$ cat config.mk
export PLATFORM = sky130hd
export DESIGN_NAME = fetch_pq
export DESIGN_NICKNAME = d
export VERILOG_FILES = /design/src/rtl/fetch_pq.sv
export SDC_FILE = /design/constraint.sdc
export NUM_CORES = 1
export LEC_CHECK = 0
export BUFFER_PORTS_ARGS = -buffer_cell sky130_fd_sc_hd__buf_2
export CAP_MARGIN = 20
export CORE_UTILIZATION = 40
export CTS_BUF_LIST = sky130_fd_sc_hd__clkbuf_8
export DETAILED_ROUTE_END_ITERATION = 6
export GPL_TIMING_DRIVEN = 0
export SLEW_MARGIN = 20
export SYNTH_ARGS = -nofsm -noshare
export SYNTH_HDL_FRONTEND = slang
export SYNTH_SLANG_ARGS = --single-unit
$ cat constraint.sdc
create_clock -name clk -period 5.5 [get_ports clk]
set_clock_uncertainty 0.1 [all_clocks]
set_input_delay 0.275 -clock clk [delete_from_list [all_inputs] [get_ports clk]]
set_output_delay 0.275 -clock clk [all_outputs]
set_load 0.03 [all_outputs]
$ cat src/rtl/fetch_pq.sv
// fetch_pq: fetch stage holding the PC and buffering {pc, instr} pairs in a DEPTH-entry prefetch queue.
// Ports: clk, reset (sync, active-high); PCSrc_F/PCBranch_F redirect; imem_addr_F/imem_req_F/imem_data_F
// instruction memory side; instr_D/pc_D/valid_D/ready_D decode handshake; count queue occupancy.
// Optional FETCH_PERF_CNT_EN adds saturating perf_fetched, perf_redirects, perf_stall counters.
module fetch_pq #(
  parameter int N = 64,
  parameter int W = 32,
  parameter int DEPTH = 4,
  parameter logic [N-1:0] RESET_PC = '0
) (
  input  logic                       clk,
  input  logic                       reset,
  input  logic                       PCSrc_F,
  input  logic [N-1:0]               PCBranch_F,
  output logic [N-1:0]               imem_addr_F,
  output logic                       imem_req_F,
  input  logic [W-1:0]               imem_data_F,
  output logic [W-1:0]               instr_D,
  output logic [N-1:0]               pc_D,
  output logic                       valid_D,
  input  logic                       ready_D,
`ifdef FETCH_PERF_CNT_EN
  output logic [31:0]                perf_fetched,
  output logic [31:0]                perf_redirects,
  output logic [31:0]                perf_stall,
`endif
  output logic [$clog2(DEPTH+1)-1:0] count
);
  localparam int AW = $clog2(DEPTH);
  localparam int CW = $clog2(DEPTH+1);
  logic [N-1:0] pc;
  logic [N-1:0] pc_mem [DEPTH];
  logic [W-1:0] ins_mem [DEPTH];
  logic [AW-1:0] rd, wr;
  logic pop, push;
  assign imem_addr_F = pc;
  assign valid_D = count != '0;
  assign pop = valid_D & ready_D;
  // a pop frees a slot in the same cycle, so a full queue still fetches at full rate
  assign imem_req_F = !reset & !PCSrc_F & ((count < CW'(DEPTH)) | pop);
  assign push = imem_req_F;
  // head entry is held untouched while empty, so these outputs stay stable
  assign instr_D = ins_mem[rd];
  assign pc_D = pc_mem[rd];
  always_ff @(posedge clk)
    if (push) begin
      pc_mem[wr] <= pc;
      ins_mem[wr] <= imem_data_F;
    end
  always_ff @(posedge clk)
    if (reset) begin
      pc <= RESET_PC;
      rd <= '0;
      wr <= '0;
      count <= '0;
    end else if (PCSrc_F) begin
      pc <= {PCBranch_F[N-1:2], 2'b00};
      rd <= '0;
      wr <= '0;
      count <= '0;
    end else begin
      if (push) begin
        wr <= wr + AW'(1);
        pc <= pc + N'(4);
      end
      if (pop) rd <= rd + AW'(1);
      count <= count + CW'(push) - CW'(pop);
    end
`ifdef FETCH_PERF_CNT_EN
  always_ff @(posedge clk)
    if (reset) begin
      perf_fetched <= '0;
      perf_redirects <= '0;
      perf_stall <= '0;
    end else begin
      if (push && !(&perf_fetched)) perf_fetched <= perf_fetched + 32'd1;
      if (PCSrc_F && !(&perf_redirects)) perf_redirects <= perf_redirects + 32'd1;
      if (count == CW'(DEPTH) && !pop && !(&perf_stall)) perf_stall <= perf_stall + 32'd1;
    end
`endif
endmodule

==> results.md <==
| Result | Value | Unit |
|:---|:---|:---|
| Overall die height | 212 | microns |
| Setup crit end kind | register | - |
| Placed Instances | 1873 | - |
| Worst min-delay path class | input pin to register | - |
| Final Worst Setup Slack | 1.74 | ns |
| Detailed placer's ending HPWL | 30.3 | mm |
| Time the worst path needs with I/O delays and setup | 3.76 | ns |
| Maximum fanout along the worst path | 10 | - |
| CTS clk-pin slew, worst paths | 0.06 | ns |
| Internal power contribution | 5.37 | mW |
| # Max-Cap Violations | 0 | - |
| Standard-cell rows | 76 | - |
| Number of I/O port buffers | 257 | - |
| Clock share of power | 37.1 | % |
| Crit path required time | 5.93 | ns |
| Cells after Synth | 1019 | - |
| Area taken by multi-input logic gates | 0.00465 | sq mm |
| Worst rel slew slack | 29.1 | % |
| Drc violations | 0 | - |
| Register bit total from synthesis | 447 | - |
| Switching power | 1.81 | mW |
| Transition at the pin with the smallest max-transition slack | 1.06 | ns |
| CTS tree | done | - |
| Detailed-route wire length per cell | 21.9 | microns |
| Number of DRC violations after detailed-routing iteration 0 | 739 | - |
| Leftover overflow at the end of global routing | 0 | - |
| Buffer depth of the longest clock path | 3 | - |
| CTS resizes | 0 | - |
| Total CTS buffers | 76 | - |
| Post-CTS Repair Setup Buffers | 0 | - |
| Level count of the clock H-tree | 3 | - |
| Number of vias per cell after detailed routing | 5.28 | - |
| Critical path data arrival time | 4.19 | ns |
| Seq pwr share | 54.0 | % |
| Final hold violation count | 0 | - |
| Clock tree sinks | 447 | - |
| Die footprint | 0.0449 | sq mm |
| Io pins | 265 | - |
| RSZ-0062 raised after global routing | false | - |
| Core region area | 0.0433 | sq mm |
| Vias post-DR | 11175 | - |
| Number of global-route vias before repair | 11374 | - |
| Layout cell share with drive strength beyond 1 | 30.8 | % |
| Synthesized area | 0.0176 | sq mm |
| Largest area contributor in the netlist | edfxtp_1 | - |
| Classification of the worst setup path | register to register | - |
| Fmax | 266 | MHz |
| Total chip power | 7.19 | mW |
| Async set or reset register ratio after synthesis | 0 | % |
| Post-synthesis sequential area ratio | 72.1 | % |
| Drt first pass iters | 5 | - |
| Wire length after detailed routing | 46.3 | mm |
| Part of the cycle the worst path needs | 68.4 | % |
| Number of antenna violations at the first check in global routing | 3 | - |
| Largest net degree at the start of global routing | 42 | - |
| Most used DFF post-synth | edfxtp_1 | - |
| Area growth, synth to finish | 26.1 | % |
| Effective utilization at floorplan | 40.8 | % |
| Total area of sequential cells | 0.0127 | sq mm |
| Worst voltage drop across the vdd grid | 0.206 | mV |
| Antenna-violating nets left | 0 | - |
| Fill cell instance count of the final layout | 3658 | - |
| Post-layout instance count excluding filler cells | 2116 | - |
| Leakage | 7.69 | nW |
| Fraction of power consumed by combinational cells | 8.9 | % |
| RD Place Congestion | 0.814 | - |
| Leading cell type in the layout, fill and taps excluded | edfxtp_1 | - |
| Final Max Tran Viols | 0 | - |
| Ratio of total power to cell area | 323 | mW/mm^2 |
| Outcome | complete, no violations | - |
| Final setup TNS | 0 | ns |
| NumNets Final | 1573 | - |
| Setup Viol. Count Final | 0 | - |
| Wire length of the first global-routing pass | 69.2 | mm |
| Worst-Skew Late Latency | 0.62 | ns |
| Die width | 212 | microns |
| Category of the worst setup path launch point | register | - |
| GRT Util Overall | 20.8 | % |
| Switching Fraction | 25.2 | % |
| Total of warnings raised by yosys | 0 | - |
| Number of distinct standard cells referenced by the synthesized netlist | 46 | - |
| Clock tree root buffer cell | clkbuf_8 | - |
| Average cell area after synthesis | 17.3 | sq um |
| Pre-CTS setup slack | 1.78 | ns |
| Area share of the largest cell type after synthesis | 64.0 | % |
| Most frequent cells in the layout | edfxtp_1, buf_2, dlygate4sd3_1 | - |
| Number of enable flip-flop cells after synthesis | 376 | - |
| Largest cells by area after synthesis | edfxtp_1, mux4_2, dfxtp_1 | - |
synthesized netlist by cell type (all sizes together) (3+ instances only):
| library cell | instances |
|---|---|
| or2 | 5 |
| and3 | 15 |
| ha | 7 |
| o31ai | 17 |
| or3 | 12 |
| nor2 | 69 |
| a311oi | 27 |
| nor3 | 10 |
| and4 | 6 |
| edfxtp | 376 |
| and2 | 4 |
| a21oi | 11 |
| or4 | 21 |
| xnor2 | 13 |
| buf | 17 |
| nor4 | 14 |
| nand4 | 29 |
| mux4 | 94 |
| dfxtp | 71 |
| nand3 | 25 |
| clkbuf | 43 |
| inv | 13 |
| a211oi | 23 |
| xor2 | 19 |
| nand2 | 48 |
| a31oi | 3 |
| o21ai | 10 |
registers in the layout (all words and copies together) (netlist names), named ones only:
signal,flops
count,3
rd,2
wr,2
imem_addr_F,62
pc_mem,248
ins_mem,128
logic make-up (layout without fill, tap and decap cells):
kind of cell	Yosys count	after routing	synth area share, %
compound gates	97	97	4.02
fa+ha+maj	8	8	0.610
simple gates	264	264	7.75
flops	447	447	72.1
other cells	1	7	0.0213
mux	97	97	12.2
buf+inv	73	579	1.73
xor+xnor	32	32	1.59
power groups by stage:
stage,Combinational (mW),Sequential [mW],Clock [mW]
final,0.638,3.88,2.67
after global placement,0.571,3.95,0
after global routing,0.682,3.89,2.89
after floorplan,0.311,3.98,0
after CTS,0.644,3.88,2.76
after detailed placement,0.584,3.95,0
worst max-delay path, cell delays in order, from the launching register on:
cell and delay, ns:
dfxtp_1 0.57, ha_1 0.27, nand4_1 0.20, nor3_1 0.83
nand4_1 0.77, or4_1 0.69, a311oi_1 0.25
per-layer routing:
layer / part of all wire (%) / track usage [%]
met5: 0 / 0
met4: 1.8 / 6.65
met3: 7.4 / 5.31
met2: 47 / 32.5
met1: 44 / 28.5
through the flow:
step	area (sq um)	hold slack, ns	util [%]
floorplan	17600	0.274	-
global placement	19700	0.380	45.4
detailed placement	19900	0.396	45.9
CTS	22200	0.0445	51.4
global route	22200	0.0856	51.4
finish	22200	0.0887	51.4
area by class of cell:
cell class | instances | area share (%)
repair buffers | 365 | 11.1
multi-input cells | 502 | 20.9
flip-flops and latches | 447 | 57.2
clock inverters | 61 | 1.15
inverters | 13 | 0.219
diodes | 3 | 0.0338
clock buffers | 80 | 4.95
well taps | 585 | 3.29
plain buffers | 60 | 1.16
final timing paths:
| check | from | end | slack (ns) | depth (start not counted) |
|---|---|---|---|---|
| hold reg to reg | wr[1] | wr[1] | 0.41 | 2 |
| setup / recovery | imem_addr_F[2] | imem_addr_F[48] | 1.74 | 6 |
| setup reg to reg | imem_addr_F[2] | imem_addr_F[48] | 1.74 | 6 |
| hold / removal | reset | count[0] | 0.09 | 3 |
timing repair:
action                                  in CTS  in global routing
endpoints found under the setup margin       0                  0
endpoints found under the hold margin      190                  0
hold buffers                                99                  0
Note: power is estimated with default switching activity, not from simulation.
